**config.mk**
```make
export PLATFORM = sky130hd
export DESIGN_NAME = counter_sequencer
export DESIGN_NICKNAME = d
export VERILOG_FILES = /design/src/rtl/counter_sequencer.sv
export SDC_FILE = /design/constraint.sdc
export NUM_CORES = 1
export LEC_CHECK = 0
export ABC_AREA = 1
export BUFFER_PORTS_ARGS = -buffer_cell sky130_fd_sc_hd__clkbuf_2
export CAP_MARGIN = 0
export CORE_MARGIN = 2
export CORE_UTILIZATION = 50
export DETAILED_ROUTE_END_ITERATION = 6
export PLACE_DENSITY = 0.75
export SLEW_MARGIN = 40
export SYNTH_ARGS = -nofsm -noshare
export SYNTH_HDL_FRONTEND = slang
export SYNTH_SLANG_ARGS = --single-unit
```
**constraint.sdc**
```tcl
create_clock -name clk -period 2.1 [get_ports clk]
set_input_delay 0.21 -clock clk [delete_from_list [all_inputs] [get_ports clk]]
set_output_delay 0.21 -clock clk [all_outputs]
set_load 0.01 [all_outputs]
```
**src/rtl/counter_sequencer.sv**
```systemverilog
// counter_sequencer: drives an up/down counter's control pins through a
// programmed lo -> hi -> lo triangle sweep, one step every presc+1 cycles,
// for a programmed number of passes (0 = until stopped).
module counter_sequencer #(
    parameter int WIDTH   = 8,
    parameter int PRESC_W = 8,
    parameter int PASS_W  = 4
) (
    input  logic               clk,
    input  logic               rst,
    input  logic [WIDTH-1:0]   cfg_lo,
    input  logic [WIDTH-1:0]   cfg_hi,
    input  logic [PRESC_W-1:0] cfg_presc,
    input  logic [PASS_W-1:0]  cfg_passes,
    input  logic               start,
    input  logic               stop,
    input  logic [WIDTH-1:0]   cnt_value,
    output logic               cnt_enable,
    output logic               cnt_load,
    output logic               cnt_up_down,
    output logic [WIDTH-1:0]   cnt_load_val,
    output logic               busy,
    output logic               done,
    output logic               err,
    output logic [PASS_W-1:0]  pass_cnt
);

    typedef enum logic [2:0] {
        IDLE,
        LOAD,
        UP,
        DOWN,
        DONE
    } state_t;

    state_t             state;
    logic [WIDTH-1:0]   lo_q;
    logic [WIDTH-1:0]   hi_q;
    logic [PRESC_W-1:0] presc_q;
    logic [PRESC_W-1:0] presc_cnt;
    logic [PASS_W-1:0]  passes_q;

    logic               in_range;
    logic               at_hi;
    logic               at_lo;
    logic               tick;
    logic [PASS_W-1:0]  pass_next;

    assign in_range  = (cnt_value >= lo_q) && (cnt_value <= hi_q);
    assign at_hi     = (cnt_value == hi_q);
    assign at_lo     = (cnt_value == lo_q);
    assign tick      = (presc_cnt == presc_q);
    assign pass_next = pass_cnt + 1'b1;

    // Step strobe: the load pulse, or a paced step that is withheld whenever
    // the counter already sits on the target bound (or is out of range).
    always_comb begin
        cnt_enable = 1'b0;
        case (state)
            LOAD:    cnt_enable = 1'b1;
            UP:      cnt_enable = in_range && !at_hi && tick;
            DOWN:    cnt_enable = in_range && !at_lo && tick;
            default: cnt_enable = 1'b0;
        endcase
    end

    // Sequencer FSM; the status/control outputs are registered and always
    // describe the state being entered on this edge.
    always_ff @(posedge clk) begin
        if (rst) begin
            state        <= IDLE;
            lo_q         <= '0;
            hi_q         <= '0;
            presc_q      <= '0;
            passes_q     <= '0;
            presc_cnt    <= '0;
            pass_cnt     <= '0;
            cnt_load     <= 1'b0;
            cnt_load_val <= '0;
            cnt_up_down  <= 1'b0;
            busy         <= 1'b0;
            done         <= 1'b0;
            err          <= 1'b0;
        end else begin
            cnt_load     <= 1'b0;
            cnt_load_val <= '0;
            cnt_up_down  <= 1'b0;
            busy         <= 1'b0;
            done         <= 1'b0;
            err          <= 1'b0;

            case (state)
                IDLE: begin
                    if (start && !stop) begin
                        if (cfg_lo >= cfg_hi) begin
                            err <= 1'b1;
                        end else begin
                            lo_q         <= cfg_lo;
                            hi_q         <= cfg_hi;
                            presc_q      <= cfg_presc;
                            passes_q     <= cfg_passes;
                            pass_cnt     <= '0;
                            state        <= LOAD;
                            cnt_load     <= 1'b1;
                            cnt_load_val <= cfg_lo;
                            cnt_up_down  <= 1'b1;
                            busy         <= 1'b1;
                        end
                    end
                end

                LOAD: begin
                    if (stop) begin
                        state <= IDLE;
                    end else begin
                        state       <= UP;
                        presc_cnt   <= '0;
                        cnt_up_down <= 1'b1;
                        busy        <= 1'b1;
                    end
                end

                UP: begin
                    if (stop) begin
                        state <= IDLE;
                    end else if (!in_range) begin
                        err   <= 1'b1;
                        state <= IDLE;
                    end else if (at_hi) begin
                        presc_cnt <= '0;
                        state     <= DOWN;
                        busy      <= 1'b1;
                    end else begin
                        presc_cnt   <= tick ? '0 : presc_cnt + 1'b1;
                        cnt_up_down <= 1'b1;
                        busy        <= 1'b1;
                    end
                end

                DOWN: begin
                    if (stop) begin
                        state <= IDLE;
                    end else if (!in_range) begin
                        err   <= 1'b1;
                        state <= IDLE;
                    end else if (at_lo) begin
                        pass_cnt  <= pass_next;
                        presc_cnt <= '0;
                        if ((passes_q != '0) && (pass_next == passes_q)) begin
                            state <= DONE;
                            done  <= 1'b1;
                        end else begin
                            state       <= UP;
                            cnt_up_down <= 1'b1;
                            busy        <= 1'b1;
                        end
                    end else begin
                        presc_cnt <= tick ? '0 : presc_cnt + 1'b1;
                        busy      <= 1'b1;
                    end
                end

                DONE: begin
                    state <= IDLE;
                end

                default: begin
                    state <= IDLE;
                end
            endcase
        end
    end

endmodule

```
# Yosys cells after proc, flatten, opt, wreduce, memory -nomap -nowiden
# Cells that the tools add are included.
# word_totals
register_bits	56
in_bits	40
out_inout_bits	18
wordCells	113
# classes
add_sub_neg	2
order_cmp	3
n_eq_ne	17
n_mux	50
bitwise	6
n_reduce_logical	22
# ops
op	n
8-bit two-way mux	8
3-bit two-way mux	9
8-bit equality test	3
8-bit case mux with 3 select lines	1
1-bit two-way mux	20
4-bit two-way mux	5
8-bit >= comparator	2
2-bit inequality test (second input constant)	8
3-bit case mux with 4 select lines	1
6-bit AND reduction	2
8-bit by 1-bit adder with 8-bit output (second input constant)	1
8-bit less-or-equal comparator	1
4-bit inequality test (second input constant)	2
1-bit case mux with 4 select lines	2
4-bit case mux with 2 select lines	1
1-bit logical AND	7
3-bit by 2-bit equality test with 1-bit output (second input constant)	2
1-bit inverter	6
5-bit OR reduction	1
4-bit by 1-bit adder with 4-bit output (second input constant)	1
4-bit equality test	1
4-bit AND reduction	1
4-bit nonzero test	1
2-bit OR reduction	2
other kinds (10)	12

# Logic depth before layout (Yosys ltp)
# depth
ltp_word	8
ltp_mapped	18
ltp_nobuf	17

# Least setup slack after synthesis
# Ideal clock, no wire load.
# synth_timing
path_type	reg-to-reg
start	register lo_q[7]
end	register presc_cnt[2]
setup_ps	112
t_arrival_ps	1684
required_ps	1988
setup_slack_ps	304
path_stages_with_launch	17
period_less_slack_ps	1796
cell_sequence	dfxtp_1 > inv_1 > ha_1 > nand2_2 > nor2_4 > nand2_2 > clkinv_2 > nor2_2 > nand2_4 > nand3_4 > nand2_4 > inv_2 > nor2_4 > buf_6 > nand2_1 > nand2_1 > nor2_2
# synth_between
elab_chain_len	5
word_cells_on_any_way	10
cone_classes	order compare: 1; eq/ne: 3; mux: 4; reduce/logical: 2
# synth_lines
item	line_no	text
start, declared	37	logic [WIDTH-1:0] lo_q;
start signal, assigned	98	lo_q <= cfg_lo;
branches (longest 5 deep; another with 8-bit >= comparator)	--	
end signal, assigned	134	presc_cnt <= tick ? '0 : presc_cnt + 1'b1;
end signal, assigned	158	presc_cnt <= tick ? '0 : presc_cnt + 1'b1;
end, declared	40	logic [PRESC_W-1:0] presc_cnt;
# Several ways; the timed one is not identified. The select of a mux whose other input is x is not followed.
# A chain may end at the register's enable or synchronous reset.

# Worst setup path after layout
# layout_timing
start	register lo_q[1]
end	output cnt_enable
# layout_between
elab_chain_len	5
word_cells_on_any_way	9
cone_classes	order compare: 1; eq/ne: 1; mux: 1; reduce/logical: 6
# layout_lines
item	line_no	text
8-bit >= comparator / 8-bit equality test (equally long branches)	49, 51	
1-bit logical AND / 1-bit logical NOT (equally long branches)	49, 62	
1-bit logical AND (on tied branches) (2 in series)	62, 61	
1-bit case mux with 3 select lines *	59	case (state)
end, declared	18	output logic cnt_enable,
# Mark *: on every way between the ends. The rest lies on a longest branch, timed or not.

==> summary.txt <==
Placed instance count: 574
Startpoint types: register
CP bufs+invs: 3
Least-Margin Pin Slew: 0.345 ns
Cell row count: 29
Most common cell after layout, fill and taps aside: nand2_1
Port bufs: 57
Clock Power Share: 25.2%
Nets: 576
R2r worst-path depth: 18
CP Depth: 11
DIE WIDTH: 83.7 µm
Routed wire per std cell: 12.5 µm
Reg2reg end: presc_cnt[2]
Post-synthesis cell count: 441
Final instance area: 3920 µm²
Critical path endpoint: cnt_enable
Critical-path top delay cell: dfxtp_2
CTS Sinks: 56
Net Sw Frac: 35.8%
Syn_nets: 507
Slew margin rel.: 76.7%
Combinational fraction of design power: 33.1%
CP delay by family, top: simple AND/OR/NAND/NOR gates
Status: complete, no violations
Full die area: 7000 µm²
Netlist cell types: 34
CP required: 1.89 ns
Post-synthesis sequential area ratio: 35.3%
Worst ir drop on vdd: 418 µV
Diodes inserted: 0
Max Freq: 486 MHz
Placed Area: 3570 µm²
Unrepaired setup endpoints after global routing: yes
Vias: 2959
Vias per std cell: 5.03
Hold Vio Cnt, Final: 0
H-Tree Depth: 2
Final ANT Viol Nets: 0
CP startpoint: lo_q[1]
Area Growth Syn to Fin: 23.3%
Die span in y: 83.7 µm
Main synth FF type: dfxtp_1
Setup violation total in the final timing report: 0
Most frequent CP cell: nand2_4
GPL Wtd Cong: 0.882
Initial DRT Pass Iterations: 4
Max FO, Critical Path: 4
Final setup margin: 0.0412 ns
Post-Syn Area: 3180 µm²
Number of global-route vias before repair: 2673
Asr flop ratio synth: 0%
CTS Buf Count: 5
Syn avg cell area: 7.20 µm²
DRC: 0
Hpwl dp: 5630 µm
Finished Layout Cells: 588
R2R Path Start: hi_q[2]
I/O pin total: 58
HP Class: input port to register
Final Skew: 0.0163 ns
Most frequent cells in the layout: nand2_1, inv_1, clkbuf_2, dfxtp_1, nand3_1
Layout cells sized above 1: 26.8%
Reg power frac: 41.7%
Cts hold-fix bufs: 0
Internal Dissipation: 0.00191 W
CP Cell Sequence: inv_1, ha_4, nand2_1, nor2_2, nand2_4, clkinv_2, nor2_2, nand2_4, nand2_4, o21ai_4, buf_6
Clk buf depth: 2
Worst Setup End Kind: output port
Max-slew violation count: 0
Lkg Pwr: 1.86 nW
#FFs+latches synth: 56
Crit-path max cell delay: 0.33 ns
Cell Pwr Density: 761 nW/µm²
First-pass GRT wire length: 12000 µm
Clk slew on worst S/H paths: 0.11 ns
Gr usage total: 20.8%
Starting Density: 50.9%
DR iter-0 viols: 88
Synth Warn #: 0
CTS Root Cell: clkbuf_8
Gr ovfl total: 0
Crit path kind: register to output port
Core area: 6240 µm²
Max-cap violations: 0
CTS tree: yes
Antenna violations before repair: 0
Post-layout minimum cycle time: 2.06 ns
Fin crit share: 98.0%
Worst skew pair latency: 0.33 ns
Count of flip-flops with a built-in enable after synthesis: 0
Final Routed Wirelength: 7360 µm
Pre-CTS WS: 0.0711 ns
Crit path DAT: 1.85 ns
R2R setup slack: 0.08 ns
Largest net degree at the start of global routing: 19
Switch Pwr: 0.00107 W
## worst min path at each step
stage | startpoint | end | slack, ns | cells past startpoint
4_1_cts | cfg_presc[0] | presc_q[0] | 0.06 | 3
5_1_grt | cfg_presc[0] | presc_q[0] | 0.07 | 3
2_1_floorplan | rst | done | 0.29 | 1
3_5_place_dp | cfg_presc[0] | presc_q[0] | 0.40 | 3
6_report | cfg_presc[0] | presc_q[0] | 0.06 | 3
3_3_place_gp | cfg_presc[0] | presc_q[0] | 0.40 | 3
## per-layer routing
metal	GRT usage (%)	routed length, µm
met3	3.36	305
met1	26.0	3350
met5	0	0
met4	6.30	129
met2	36.7	3580
## cell usage after synthesis (3+ instances only)
master    count  area share (%)
nor2_2       12             2.4
nand2_2       7             1.4
o22ai_1      14             2.8
dfxtp_1      56              35
nor2_4        3             1.1
o21ai_1       6            0.95
inv_2         8            0.95
nor2_1       30             3.5
a21oi_1      16             2.5
nor3_1        3            0.47
ha_1         26              10
xor2_1        4             1.1
nand4_1       8             1.6
inv_1        68             8.0
nand2_1     101              12
nand3_1      31             4.9
o21ai_0      15             2.4
clkbuf_1      4            0.47
xnor2_1       6             1.7
buf_2         3            0.47
or2_0         4            0.79
## layout make-up
cell class	count	area (µm²)
fill	563	2330
timing repair buffer	70	414
clock buffer	5	68.8
clock inverter	3	47.5
multi-input combinational	300	1880
sequential	56	1120
inverter	77	290
tap	77	96.3
## registers in the layout, summed over array words and instances, names as in the netlist
name and flops:
presc_q 8, presc_cnt 8, pass_cnt 4, err 1
busy 1, cnt_load_val 8, done 1, passes_q 4
lo_q 8, cnt_up_down 1, state 3, cnt_load 1
hi_q 8
## cells by family (layout without fill, tap and decap cells)
group	after synthesis	in the layout	share of synthesized area (%)
adder cells (fa/ha/maj)	26	26	10.2
XOR/XNOR	10	10	2.76
AND/OR/NAND/NOR	208	208	31.4
buffers and inverters	85	155	10.4
flip-flops	56	56	35.3
AO/OA/AOI/OAI	56	56	9.81
## worst min-delay path: stages
cell and delay (ns):
clkbuf_2 0.07, nand2_1 0.04, nand2_1 0.04
## stage by stage
step	power [W]	utilization, %	hold slack, ns	TNS [ns]
finish	0.00298	62.7	0.0551	0
CTS	0.00287	59.4	0.0623	0
detailed placement	0.00212	57.2	0.401	0
global placement	0.00209	57.2	0.400	0
floorplan	0.00190	-	0.288	0
global route	0.00316	62.7	0.0663	-0.0806
## what timing repair did
action,CTS,global route
pin swaps,3,10
setup endpoints to repair,1,8
resized for setup,6,23
setup buffers,0,6
## power groups by stage
stage	registers, W	clock network (W)	logic, W
after floorplan	0.00125	0	0.000651
after global placement	0.00126	0	0.000828
after detailed placement	0.00127	0	0.000848
after CTS	0.00124	0.000757	0.000869
after global routing	0.00126	0.000794	0.00110
final	0.00124	0.000750	0.000986
Note: power is estimated with default switching activity, not from simulation.
